File: config.mk
export PLATFORM = sky130hd
export DESIGN_NAME = multicycle_control_fsm
export DESIGN_NICKNAME = d
export VERILOG_FILES = /design/src/rtl/multicycle_control_fsm.sv
export SDC_FILE = /design/constraint.sdc
export NUM_CORES = 1
export LEC_CHECK = 0
export ABC_AREA = 1
export CAP_MARGIN = 15
export CORE_ASPECT_RATIO = 1.4
export CORE_MARGIN = 10
export CORE_UTILIZATION = 35
export CTS_CLUSTER_DIAMETER = 80
export DETAILED_ROUTE_END_ITERATION = 6
export GPL_TIMING_DRIVEN = 0
export MAX_ROUTING_LAYER = met4
export PLACE_DENSITY = 0.63
export SLEW_MARGIN = 15
export SYNTH_ARGS = -nofsm -noshare
export SYNTH_HDL_FRONTEND = slang
export SYNTH_SLANG_ARGS = --single-unit
File: constraint.sdc
create_clock -name clk -period 3.8 [get_ports clk]
set_input_delay 0.38 -clock clk [delete_from_list [all_inputs] [get_ports clk]]
set_output_delay 0.38 -clock clk [all_outputs]
set_load 0.03 [all_outputs]
File: src/rtl/multicycle_control_fsm.sv
// Multicycle RV32I control sequencer: shares one ALU and one memory port across states.
// Define ILLEGAL_TRAP_EN to park undefined opcodes in TRAP instead of retiring them as NOPs.
module multicycle_control_fsm #(
    parameter int IMMSRC_W  = 3,
    parameter int ALUOP_W   = 2,
    parameter int ZERO_WAIT = 0,
    parameter int CNT_W     = 32
) (
    input  logic                clk,
    input  logic                rst_n,
    input  logic [6:0]          opcode,
    input  logic                Zero,
    input  logic                MemReady,
    output logic                MemReq,
    output logic                MemWrite,
    output logic                AdrSrc,
    output logic                IRWrite,
    output logic                PCWrite,
    output logic                RegWrite,
    output logic [1:0]          ResultSrc,
    output logic [1:0]          ALUSrcA,
    output logic [1:0]          ALUSrcB,
    output logic [IMMSRC_W-1:0] ImmSrc,
    output logic [ALUOP_W-1:0]  ALUOp,
    output logic [3:0]          State,
    output logic [CNT_W-1:0]    InstrRetired,
    output logic                IllegalOp
);

    typedef enum logic [3:0] {
        S_FETCH    = 4'd0,
        S_DECODE   = 4'd1,
        S_MEMADR   = 4'd2,
        S_MEMREAD  = 4'd3,
        S_MEMWB    = 4'd4,
        S_MEMWRITE = 4'd5,
        S_EXECR    = 4'd6,
        S_EXECI    = 4'd7,
        S_ALUWB    = 4'd8,
        S_BEQ      = 4'd9,
        S_JAL      = 4'd10,
        S_LUI      = 4'd11,
        S_TRAP     = 4'd12
    } state_t;

    localparam logic [6:0] OP_LOAD  = 7'b0000011;
    localparam logic [6:0] OP_STORE = 7'b0100011;
    localparam logic [6:0] OP_RTYPE = 7'b0110011;
    localparam logic [6:0] OP_ITYPE = 7'b0010011;
    localparam logic [6:0] OP_BEQ   = 7'b1100011;
    localparam logic [6:0] OP_JAL   = 7'b1101111;
    localparam logic [6:0] OP_LUI   = 7'b0110111;

    localparam logic [IMMSRC_W-1:0] IMM_I = IMMSRC_W'(3'b000);
    localparam logic [IMMSRC_W-1:0] IMM_S = IMMSRC_W'(3'b001);
    localparam logic [IMMSRC_W-1:0] IMM_B = IMMSRC_W'(3'b010);
    localparam logic [IMMSRC_W-1:0] IMM_U = IMMSRC_W'(3'b100);

    localparam logic [ALUOP_W-1:0] ALU_ADD  = ALUOP_W'(2'b00);
    localparam logic [ALUOP_W-1:0] ALU_SUB  = ALUOP_W'(2'b01);
    localparam logic [ALUOP_W-1:0] ALU_FUNC = ALUOP_W'(2'b10);

    state_t state;
    state_t next_state;
    logic   retire;
    logic   ready;

    // A zero-wait memory build treats every access as completing immediately.
    assign ready = MemReady | (ZERO_WAIT != 0);
    assign State = state;

    always_comb begin
        next_state = state;
        retire     = 1'b0;
        case (state)
            S_FETCH:    if (ready) next_state = S_DECODE;
            S_DECODE: begin
                case (opcode)
                    OP_LOAD, OP_STORE: next_state = S_MEMADR;
                    OP_RTYPE:          next_state = S_EXECR;
                    OP_ITYPE:          next_state = S_EXECI;
                    OP_BEQ:            next_state = S_BEQ;
                    OP_JAL:            next_state = S_JAL;
                    OP_LUI:            next_state = S_LUI;
                    default: begin
`ifdef ILLEGAL_TRAP_EN
                        next_state = S_TRAP;
`else
                        next_state = S_FETCH;
                        retire     = 1'b1;
`endif
                    end
                endcase
            end
            S_MEMADR:   next_state = (opcode == OP_LOAD) ? S_MEMREAD : S_MEMWRITE;
            S_MEMREAD:  if (ready) next_state = S_MEMWB;
            S_MEMWB: begin
                next_state = S_FETCH;
                retire     = 1'b1;
            end
            S_MEMWRITE: if (ready) begin
                next_state = S_FETCH;
                retire     = 1'b1;
            end
            S_EXECR, S_EXECI, S_JAL, S_LUI: next_state = S_ALUWB;
            S_ALUWB, S_BEQ: begin
                next_state = S_FETCH;
                retire     = 1'b1;
            end
            S_TRAP:     next_state = S_TRAP;
            default:    next_state = S_FETCH;
        endcase
    end

    always_ff @(posedge clk) begin
        if (!rst_n) begin
            state        <= S_FETCH;
            InstrRetired <= '0;
        end else begin
            state <= next_state;
            if (retire) InstrRetired <= InstrRetired + CNT_W'(1);
        end
    end

`ifdef ILLEGAL_TRAP_EN
    always_ff @(posedge clk) begin
        if (!rst_n)                    IllegalOp <= 1'b0;
        else if (next_state == S_TRAP) IllegalOp <= 1'b1;
    end
`else
    assign IllegalOp = 1'b0;
`endif

    always_comb begin
        MemReq    = 1'b0;
        MemWrite  = 1'b0;
        AdrSrc    = 1'b0;
        IRWrite   = 1'b0;
        PCWrite   = 1'b0;
        RegWrite  = 1'b0;
        ResultSrc = 2'b00;
        ALUSrcA   = 2'b00;
        ALUSrcB   = 2'b00;
        ImmSrc    = '0;
        ALUOp     = '0;
        case (state)
            S_FETCH: begin
                MemReq    = 1'b1;
                ALUSrcB   = 2'b10;
                ResultSrc = 2'b10;
                IRWrite   = ready;
                PCWrite   = ready;
            end
            S_DECODE: begin
                ALUSrcA = 2'b01;
                ALUSrcB = 2'b01;
                ImmSrc  = IMM_B;
                ALUOp   = ALU_ADD;
            end
            S_MEMADR: begin
                ALUSrcA = 2'b10;
                ALUSrcB = 2'b01;
                ImmSrc  = (opcode == OP_LOAD) ? IMM_I : IMM_S;
            end
            S_MEMREAD: begin
                MemReq = 1'b1;
                AdrSrc = 1'b1;
            end
            S_MEMWB: begin
                ResultSrc = 2'b01;
                RegWrite  = 1'b1;
            end
            S_MEMWRITE: begin
                MemReq   = 1'b1;
                MemWrite = 1'b1;
                AdrSrc   = 1'b1;
            end
            S_EXECR: begin
                ALUSrcA = 2'b10;
                ALUOp   = ALU_FUNC;
            end
            S_EXECI: begin
                ALUSrcA = 2'b10;
                ALUSrcB = 2'b01;
                ImmSrc  = IMM_I;
                ALUOp   = ALU_FUNC;
            end
            S_LUI: begin
                ALUSrcA = 2'b11;
                ALUSrcB = 2'b01;
                ImmSrc  = IMM_U;
            end
            S_JAL: begin
                ALUSrcA = 2'b01;
                ALUSrcB = 2'b10;
                PCWrite = 1'b1;
            end
            S_ALUWB:  RegWrite = 1'b1;
            S_BEQ: begin
                ALUSrcA = 2'b10;
                ALUOp   = ALU_SUB;
                PCWrite = Zero;
            end
            default: ;
        endcase
        // Reset abandons any access in flight, so strobes drop without waiting for the edge.
        if (!rst_n) begin
            MemReq   = 1'b0;
            MemWrite = 1'b0;
            IRWrite  = 1'b0;
            PCWrite  = 1'b0;
            RegWrite = 1'b0;
        end
    end

endmodule
# Yosys cells after proc, flatten, opt, wreduce, memory -nomap -nowiden
# Cells that the tools add are included.
# word_totals
ff_bits,36
input_bits,11
out_inout_bits,54
# op_classes
add_sub_neg,1
n_eq_ne,22
muxes,26
reduce_logical,14
# ops
operator,n
adder 32 x 1 -> 32 bit (second input constant),1
case mux 4 bit (7 select lines),1
case mux 4 bit (6 select lines),1
equality test 7 x 6 -> 1 bit (second input constant),3
equality test 4 bit (second input constant),5
equality test 4 x 3 -> 1 bit (second input constant),4
equality test 7 bit (second input constant),2
2-to-1 mux 1 bit,13
2-to-1 mux 4 bit,3
case mux 2 bit (2 select lines),3
OR reduction 2 bit,6
OR reduction 4 bit,3
case mux 3 bit (3 select lines),1
equality test 4 x 2 -> 1 bit (second input constant),2
equality test 7 x 2 -> 1 bit (second input constant),1
equality test 7 x 5 -> 1 bit (second input constant),1
OR reduction 7 bit,1
!= test 2 bit (second input constant),3
case mux 1 bit (3 select lines),2
case mux 2 bit (3 select lines),1
OR reduction 3 bit,2
equality test 4 x 1 -> 1 bit (second input constant),1
zero test 4 bit,1
2-to-1 mux 3 bit,1
AND reduction 3 bit,1

# Logic depth before layout (Yosys ltp)
# logic_depth
ltp_word,4
ltp_mapped,10

# Worst setup path after synthesis
# OpenSTA, ideal clock, no wires.
# synth_timing
path_type,reg-to-output
startpoint,register state[1] (netlist: State[1])
endpoint,output port IRWrite
arrival_ns,1.751
required_ns,3.420
slack_ns,1.669
path_stages_with_launch,6
path_buffers,0
cell_sequence,dfxtp_1 -> inv_2 -> nand2_2 -> nor2_1 -> nand2_1 -> nor2_1
# synth_via
elab_chain_len,3
# synth_lines
element,line_no,rtl
"start, declared",63,state_t state;
"start signal, assigned",120,state <= next_state;
zero test 4 bit,146,case (state)
2-to-1 mux 1 bit,146,
2-to-1 mux 1 bit,207,if (!rst_n) begin
"end, declared",17,"output logic IRWrite,"
# Every way passes these cells.

# Worst setup path in the final report
# layout_timing
startpoint,input port rst_n
endpoint,output port RegWrite
# layout_via
elab_chain_len,1
# layout_lines
element,line_no,rtl
"start, declared",10,"input logic rst_n,"
2-to-1 mux 1 bit,207,
"end, declared",19,"output logic RegWrite,"
# Every way passes these cells.

==> metrics.md <==
| Metric | Value |
|---|---|
| Status | finished, final reports clean |
| Detail Route Antenna Nets | 0 |
| Yosys reg bits | 36 |
| Crit Path Max Fanout | 10 |
| Top Family by Delay on Critical Path | buffers and inverters |
| Max Cap Viol | 0 |
| Die H | 124 um |
| Max stage delay on crit path | 690 ps |
| VDD IR max | 0.118 mV |
| Area Growth Syn to Fin | 30.8% |
| Detailed-route DRC error count | 0 |
| Syn_nets | 485 |
| Crit path kind | in -> out |
| Critical Path Sink Type | output pin |
| First-pass GRT wire length | 14,300 um |
| CTS HTree Levels | 2 |
| Post-CTS Hold Buffers | 0 |
| Setup bufs post-CTS | 0 |
| DR WL/cell | 13.4 um |
| Core area | 7450 um^2 |
| R2r setup slk | 1740 ps |
| Crit-path slowest cell | clkdlybuf4s50_1 |
| Post-DP HPWL | 6960 um |
| Die width | 94.2 um |
| FP Rows | 37 |
| Max-slew violations | 0 |
| Pwr Density | 224 nW/um^2 |
| Final Hold Fails | 0 |
| Fin nets | 555 |
| N_diodes | 0 |
| Root Buffer | clkbuf_8 |
| Worst Hold Depth | 2 |
| Buf+Inv Stages, Crit Path | 4 |
| CTS sink cnt | 36 |
| Most frequent CP cell | clkdlybuf4s50_1 |
| Tmin final | 2830 ps |
| Placed inst area | 3450 um^2 |
| Post-synth design cell area | 2700 um^2 |
| Fin Setup TNS | 0 ps |
| Num CTS Buffers | 5 |
| WP data arrival | 2450 ps |
| R2R depth | 10 |
| Area contributors post-synth | dfxtp_1 (27%), nand2_1 (23%), nand3_1 (11%) |
| Total gr overflow | 0 |
| Starting DRT DRC Count | 166 |
| CTS clk-pin slew, worst paths | 60 ps |
| Detailed-route via count | 3,120 |
| Stages on the worst setup path | 5 |
| Fill cells | 805 |
| Die area | 11,700 um^2 |
| Post-Route WL | 8540 um |
| Layout cells sized above 1 | 0.0534 |
| YS warnings | 0 |
| Vias in the first global route | 3,174 |
| PostCTS Resize Cnt | 0 |
| DRT Pass-1 Iters | 4 |
| IO Count | 65 |
| Critical R2R Launch | InstrRetired[0] |
| Leak Pwr | 1.36 nW |
| Initial antenna violation count | 0 |
| Routability cong. | 0.916 |
| Synth Area per Inst | 5.70 um^2 |
| RSZ-0062 raised after global routing | no |
| Max clock buf depth | 2 |
| Worst hold start | InstrRetired[31] |
| Clock Latency Late Sink | 300 ps |
| Cells after Synth | 473 |
| Crit share post-route | 0.746 |
| Routed vias/inst | 4.88 |
| Type of the tightest min-delay check | reg -> reg |
| Clock skew | 7.56 ps |
| CTS tree | yes |
| Finished Cell Area | 3530 um^2 |
| Overall routing resource usage | 0.157 |
| Worst path cell trace | clkdlybuf4s50_1 > clkinv_1 > clkbuf_1 > nor2_1 > clkdlybuf4s50_1 |
| Fmax | 0.353 GHz |
| Critical Path Start Type | primary input |
| Endpoint of the worst register-to-register path | InstrRetired[30] |
| Post-synth top area share | 0.267 |
| Hold EP | InstrRetired[31] |
| Final setup viols | 0 |
| Port Buffer Count | 63 |
| Cell taking the most area after synthesis | dfxtp_1 |
| Worst EP required | 3420 ps |
| Synth cell types | 28 |
| Initial Util | 0.362 |
| Sequential share of the synthesized area | 0.267 |
| Largest net degree at the start of global routing | 11 |
-- power by group --
group | internal [mW] | switching, mW | leakage [nW]
Combinational | 0.0531 | 0.0886 | 1.02
Clock | 0.125 | 0.138 | 0.0410
Sequential | 0.381 | 0.00586 | 0.290
Total | 0.558 | 0.232 | 1.36
-- layout by cell type (no fill, tap or decap), types with 4 or more instances in the layout --
| master | netlist | final |
|---|---|---|
| a21oi_1 | 32 | 32 |
| buf_6 | 6 | 6 |
| clkbuf_1 | 3 | 4 |
| clkbuf_8 | 0 | 5 |
| clkdlybuf4s50_1 | 0 | 63 |
| dfxtp_1 | 36 | 36 |
| inv_1 | 49 | 49 |
| inv_2 | 4 | 4 |
| nand2_1 | 167 | 167 |
| nand2_2 | 4 | 4 |
| nand3_1 | 60 | 60 |
| nor2_1 | 70 | 70 |
| nor3_1 | 4 | 4 |
| o21ai_0 | 5 | 5 |
| xnor2_1 | 5 | 5 |
| xor2_1 | 8 | 8 |
-- cell type report --
cell class	instances	area, um^2	share of cell area
Timing Repair Buffer	63	631	0.179
Multi-Input combinational cell	370	1670	0.474
Inverter	54	203	0.0575
Clock buffer	6	72.6	0.0206
Clock inverter	1	5.00	0.00142
Buffer	13	101	0.0287
Sequential cell	36	721	0.204
Tap cell	97	121	0.0344
-- synthesized netlist by cell type --
cell type    n
a21oi_1     32
a21oi_4      1
a31oi_1      1
buf_2        3
buf_4        1
buf_6        6
clkbuf_1     3
clkinv_1     1
conb_1       1
dfxtp_1     36
ha_1         1
inv_1       49
inv_2        4
nand2_1    167
nand2_2      4
nand2_4      1
nand3_1     60
nand3_4      1
nand3b_1     2
nand4_1      3
nor2_1      70
nor2_4       2
nor3_1       4
o211ai_1     1
o21ai_0      5
o21bai_1     1
xnor2_1      5
xor2_1       8
-- sequential cells by signal, indices dropped and copies added, names as in the netlist --
signal        count
InstrRetired     32
State             4
-- routing by layer --
layer | part of all wire | track usage
met5 | 0 | -
met4 | 0.033 | 0.0800
met3 | 0.051 | 0.0319
met2 | 0.53 | 0.287
met1 | 0.39 | 0.151
-- metrics by stage --
step / setup WS (ps) / cells / power (mW) / hold WS (ps) / util
global route: 795 / 640 / 0.829 / 556 / 0.473
detailed placement: 912 / 633 / 0.538 / 516 / 0.463
global placement: 918 / 633 / 0.537 / 511 / 0.463
finish: 967 / 640 / 0.790 / 521 / 0.473
floorplan: 1670 / 473 / 0.482 / 478 / -
CTS: 911 / 640 / 0.801 / 526 / 0.473
-- worst min-delay path, cell delays in order (launching register included) --
cell and delay [ps]:
dfxtp_1 330, nand3_1 80, a21oi_1 60
-- logic make-up (layout without fill, tap and decap cells) --
family / after synthesis / in the layout / share of synthesized area
buffers and inverters: 67 / 137 / 0.113
AND/OR/NAND/NOR: 314 / 314 / 0.489
flip-flops: 36 / 36 / 0.267
XOR/XNOR: 13 / 13 / 0.0422
other: 1 / 1 / 0.00139
adder cells (fa/ha/maj): 1 / 1 / 0.00464
AO/OA/AOI/OAI: 41 / 41 / 0.0826
-- how the worst max path moves through the flow --
| stage | end | slack (ps) | start |
|---|---|---|---|
| floorplan | IRWrite | 1670 | State[1] |
| global placement | RegWrite | 920 | rst_n |
| detailed placement | RegWrite | 910 | rst_n |
| CTS | RegWrite | 910 | rst_n |
| global route | RegWrite | 790 | rst_n |
| finish | RegWrite | 970 | rst_n |
Note: power is estimated with default switching activity, not from simulation.
